## config.mk

```make
export PLATFORM = sky130hd
export DESIGN_NAME = pc_ir_sequencer
export DESIGN_NICKNAME = d
export VERILOG_FILES = /design/src/rtl/pc_ir_sequencer.sv
export SDC_FILE = /design/constraint.sdc
export NUM_CORES = 1
export LEC_CHECK = 0
export ABC_AREA = 1
export CORE_AREA = 2 2 75 63
export DETAILED_ROUTE_END_ITERATION = 12
export DIE_AREA = 0 0 77 65
export PLACE_DENSITY_LB_ADDON = 0.12
export SETUP_SLACK_MARGIN = 0.3
export SYNTH_ARGS = -nofsm -noshare
export SYNTH_HDL_FRONTEND = slang
export SYNTH_SLANG_ARGS = --single-unit
export TNS_END_PERCENT = 30
```

## constraint.sdc

```tcl
create_clock -name clk -period 1.45 [get_ports clk]
set_input_delay 0.29 -clock clk [delete_from_list [all_inputs] [get_ports clk]]
set_output_delay 0.29 -clock clk [all_outputs]
set_load 0.02 [all_outputs]
```

## src/rtl/pc_ir_sequencer.sv

```systemverilog
// pc_ir_sequencer: program counter, instruction register and FETCH/EXEC
// sequencer for the nic8 core. It feeds the instruction decoder with `ir`.
// It advances `pc` from the decoder's loadIR/doJump/immediate strobes.
// It drives the memory address bus and the `exec` phase strobe.
//
// Optional feature: define SEQ_HALT_EN to add a HALT state. Executing an
// instruction whose dest field is 7 then stops the core until reset.
// Without the macro, dest 7 runs as an ordinary instruction and `halted`
// is tied low.
//
// Handshake: `mem_ready` is a single-sided ready. A transfer completes on
// any rising clk edge where mem_ready=1. When mem_ready=0, every register
// holds, and the combinational outputs keep their current values.
module pc_ir_sequencer (
   input  logic        clk,
   input  logic        reset,
   input  logic        mem_ready,
   input  logic [7:0]  dbus,
   input  logic [7:0]  x,
   input  logic        loadIR,
   input  logic        doJump,
   input  logic        immediate,
   output logic [7:0]  ir,
   output logic [7:0]  pc,
   output logic [7:0]  addr,
   output logic        exec,
   output logic        halted,
   output logic [15:0] instr_count,
   output logic [1:0]  o_dbg_state
);

   typedef enum logic [1:0] {
      S_FETCH = 2'd0,
      S_EXEC  = 2'd1,
      S_HALT  = 2'd2
   } state_t;

   state_t      r_state;
   state_t      w_state_next;
   logic [7:0]  r_pc;
   logic [7:0]  w_pc_next;
   logic [7:0]  r_ir;
   logic [7:0]  w_ir_next;
   logic [15:0] r_instr_count;
   logic [15:0] w_instr_count_next;
   logic        w_dest7;

   // Dest field 7 is unused by the decoder; it is the halt opcode when enabled.
   assign w_dest7 = (r_ir[3:1] == 3'd7);

   // State, PC, IR and instruction counter registers with async reset.
   always_ff @(posedge clk or posedge reset) begin
      if (reset) begin
         r_state       <= S_FETCH;
         r_pc          <= 8'h00;
         r_ir          <= 8'h00;
         r_instr_count <= 16'h0000;
      end else begin
         r_state       <= w_state_next;
         r_pc          <= w_pc_next;
         r_ir          <= w_ir_next;
         r_instr_count <= w_instr_count_next;
      end
   end

   // Next-state and datapath update; everything holds while mem_ready is low.
   always_comb begin
      w_state_next       = r_state;
      w_pc_next          = r_pc;
      w_ir_next          = r_ir;
      w_instr_count_next = r_instr_count;
      if (mem_ready) begin
         case (r_state)
            S_FETCH: begin
               // Decoder strobes reflect a stale ir here and are ignored.
               w_ir_next    = dbus;
               w_pc_next    = r_pc + 8'd1;
               w_state_next = S_EXEC;
            end
            S_EXEC: begin
               // A jump overrides the operand-byte increment.
               if (doJump) begin
                  w_pc_next = dbus;
               end else if (immediate) begin
                  w_pc_next = r_pc + 8'd1;
               end
               w_instr_count_next = r_instr_count + 16'd1;
`ifdef SEQ_HALT_EN
               if (w_dest7) begin
                  w_state_next = S_HALT;
               end else
`endif
               if (loadIR) begin
                  // Chained instruction: the data byte is the next opcode.
                  w_ir_next    = dbus;
                  w_state_next = S_EXEC;
               end else begin
                  w_state_next = S_FETCH;
               end
            end
            S_HALT: begin
               w_state_next = S_HALT;
            end
            default: begin
               w_state_next = S_FETCH;
            end
         endcase
      end
   end

   // The address is the operand pointer in EXEC and the pc in every other state.
   always_comb begin
      addr = r_pc;
      if (r_state == S_EXEC && !immediate) begin
         addr = x;
      end
   end

   assign exec        = (r_state == S_EXEC);
`ifdef SEQ_HALT_EN
   assign halted      = (r_state == S_HALT);
`else
   assign halted      = 1'b0;
   // The halt opcode decode has no effect in this build.
   logic w_unused_dest7;
   assign w_unused_dest7 = w_dest7;
`endif
   assign ir          = r_ir;
   assign pc          = r_pc;
   assign instr_count = r_instr_count;
   assign o_dbg_state = r_state;

endmodule

```

==> summary.md <==
| Metric | Value |
|---|---|
| Final wirelength | `around 5800 um` |
| Seq/Total Area, Yosys | `about 47%` |
| Starting density of the core | `roughly two fifths` |
| GRT Residual Overflow | `0` |
| Met3 routed WL | `~300 um` |
| Num CTS Buffers | `5` |
| Crit path launch type | `input pin` |
| Largest net degree at the start of global routing | `22` |
| Worst skew pair latency | `a little under 300 ps` |
| Number of global-route vias before repair | `1980` |
| Clock root buffer | `clkbuf_8` |
| Die width | `approximately 77 um` |
| Initial antenna violation count | `0` |
| Final design utilization | `76.9%` |
| CTS tree | `done` |
| R2r worst-path depth | `8` |
| Fmax | `just under 0.6 GHz` |
| Data arrival, critical path | `1430 ps` |
| Max Cap Viol | `0` |
| Worst VDD drop | `~1.1 mV` |
| Seq cells post-synth | `34` |
| N_diodes | `0` |
| Post-synthesis cell type count | `23` |
| Post-route DRC | `0` |
| Core area | `between 4000 and 5000 um2` |
| Syn_nets | `~260` |
| Crit path capture type | `output port` |
| Commonest non-fill, non-tap cell in the layout | `nand2_1` |
| Metal-1 WL | `approximately 2600 um` |
| LEAKAGE | `around 0.0017 uW` |
| Max Root-Sink Buffers | `2` |
| H-tree Lvls | `2` |
| Most frequent cells in the layout | `55 x nand2_1, 53 x buf_6, 35 x buf_4` |
| Cells after Synth | `around 240` |
| Nets | `roughly 380` |
| Clk pin slew, worst setup/hold paths | `about 80 ps` |
| Top cells by area, synth | `dfrtp_1 47%, nand2_1 12%, inv_1 7.4%` |
| Total power | `~4400 uW` |
| RR Endpoint | `instr_count[7]$_DFFE_PP0P_` |
| Die area | `5010 um2` |
| I/O Pins | `66` |
| Total iterations of the first detailed-routing run | `4` |
| Slew Limit Fails | `0` |
| Hold Slack | `330 ps` |
| Final Hold Fails | `0` |
| Vias | `1993` |
| Std cell rows | `22` |
| Final HPWL DP | `roughly 3700 um` |
| Chip Height | `65 um` |
| Final non-filler cell total | `415` |
| Syn_area_per_cell | `between 7 and 8 um2` |
| Critical path data required time | `1160 ps` |
| Avg WL per Cell | `around 14 um` |
| Tcrit/Tclk final | `119%` |
| Async set-reset flop share out of synthesis | `100%` |
| Port buffer count | `64` |
| RePlAce Congestion | `between 0.8 and 0.9` |
| Primary FF master, synth | `dfrtp_1` |
| Post-synthesis instance area | `1820 um2` |
| Maximum fanout along the worst path | `6` |
| Yosys warning count | `0` |
| Placed Instances | `390` |
| Synth-to-layout area growth | `83.8%` |
| Initial drt markers | `approximately 110` |
| Share of post-route cells with drive strength above 1 | `between 40% and 50%` |
| Final critical-path setup slack | `-273 ps` |
| Met2 wire len | `approximately 2800 um` |
| Worst Skew | `between 10 and 15 ps` |
| Final Setup Violations | `13` |
| Failing checks | `negative setup slack` |
| DRT antenna net count | `0` |
| Synth top area share | `between 40% and 50%` |
| Power per cell area | `1310 nW/um2` |
| Avg Vias per Cell | `4.80` |
| Hold Path Class | `input pin to async pin` |
| GRT Util Overall | `around a quarter` |
| CTS Hold Bufs | `0` |
| Register-to-Register Setup Slack | `-50 ps` |
| RSZ-0062 raised after global routing | `true` |
| R2R Path Start | `o_dbg_state[1]$_DFFE_PP0P_` |
| EDFF count, synth | `0` |
| Setup slack at placement | `-712 ps` |
| Post-synth top area cell | `dfrtp_1` |
| Clock sinks | `34` |
| Kind of critical path | `input pin to output port` |
| Uppermost layer routed | `met4` |
| Status | `finished, violations left` |
| First-pass GRT wire length | `a little over 9000 um` |
| Tmin final | `approximately 1700 ps` |
[critical path, stage by stage]
cell and delay [ps]:
clkdlybuf4s50_1 480, inv_2 70, nand2_4 110, mux2_2 350, buf_6 130
[layout make-up]
type                            count  area (um2)
Clock buffer                        6        82.6
Multi-Input combinational cell    161        1020
Fill cell                         333        1010
Inverter                           37         144
Sequential cell                    34         852
Tap cell                           60        75.1
Timing Repair Buffer              115        1110
Clock inverter                      2        60.1
[repair_timing]
item | CTS | global route
resized for setup | 260 | 32
pin swaps | 14 | 8
gates cloned | 1 | 0
buffers inserted | 14 | 2
endpoints found under the hold margin | 0 | 0
endpoints found under the setup margin | 76 | 73
[through the flow]
step,area (um2),setup TNS [ps]
finish,3340,-2150
global route,3340,-3670
floorplan,1920,-628
global placement,2860,-8040
CTS,3230,-2020
detailed placement,2860,-9330
[worst max path at each step]
stage | start | endpoint | slack [ps]
after CTS | o_dbg_state[1]$_DFFE_PP0P_ | addr[1] | -270
after global routing | o_dbg_state[0]$_DFFE_PP0P_ | addr[1] | -330
after detailed placement | immediate | addr[4] | -710
after global placement | immediate | addr[2] | -680
final | immediate | addr[2] | -270
after floorplan | o_dbg_state[0]$_DFFE_PP0P_ | addr[0] | -90
[power breakdown]
group	switching [uW]	internal (uW)	total [uW]	leakage (uW)
registers	181	1120	1300	0.000426
logic	973	985	1960	0.00123
clock network	377	734	1110	0.0000714
[registers in the layout (all words and copies together) (netlist names)]
register / count
ir: 8
pc: 8
o_dbg_state: 2
instr_count: 16
[cell usage after synthesis, types with 2 or more instances]
library cell and number:
nor2_1 25, ha_1 2, xnor2_1 7, a21oi_1 7, mux2_2 2, nand3_1 23, o21ai_0 17, nand4_1 5
xor2_1 6, nand2_1 59, dfrtp_1 34, inv_1 36, nor2_4 2
[cell families (layout without fill, tap and decap cells)]
group / Yosys count / after routing / share of synthesized area [%]
AND/OR/NAND/NOR: 116 / 117 / 27.6
buffers and inverters: 41 / 160 / 8.80
XOR/XNOR: 13 / 13 / 6.26
other: 1 / 1 / 0.206
flip-flops: 34 / 34 / 46.8
adder cells (fa/ha/maj): 2 / 2 / 1.38
AO/OA/AOI/OAI: 26 / 26 / 7.77
multiplexers: 2 / 2 / 1.24
[layer usage]
layer  vias up  track usage (%)
li1        969                -
met1       948             31.9
met2        66             39.7
met3        10             4.60
met4         0             7.59
met5         -                0
(Power assumes the default switching activity.)
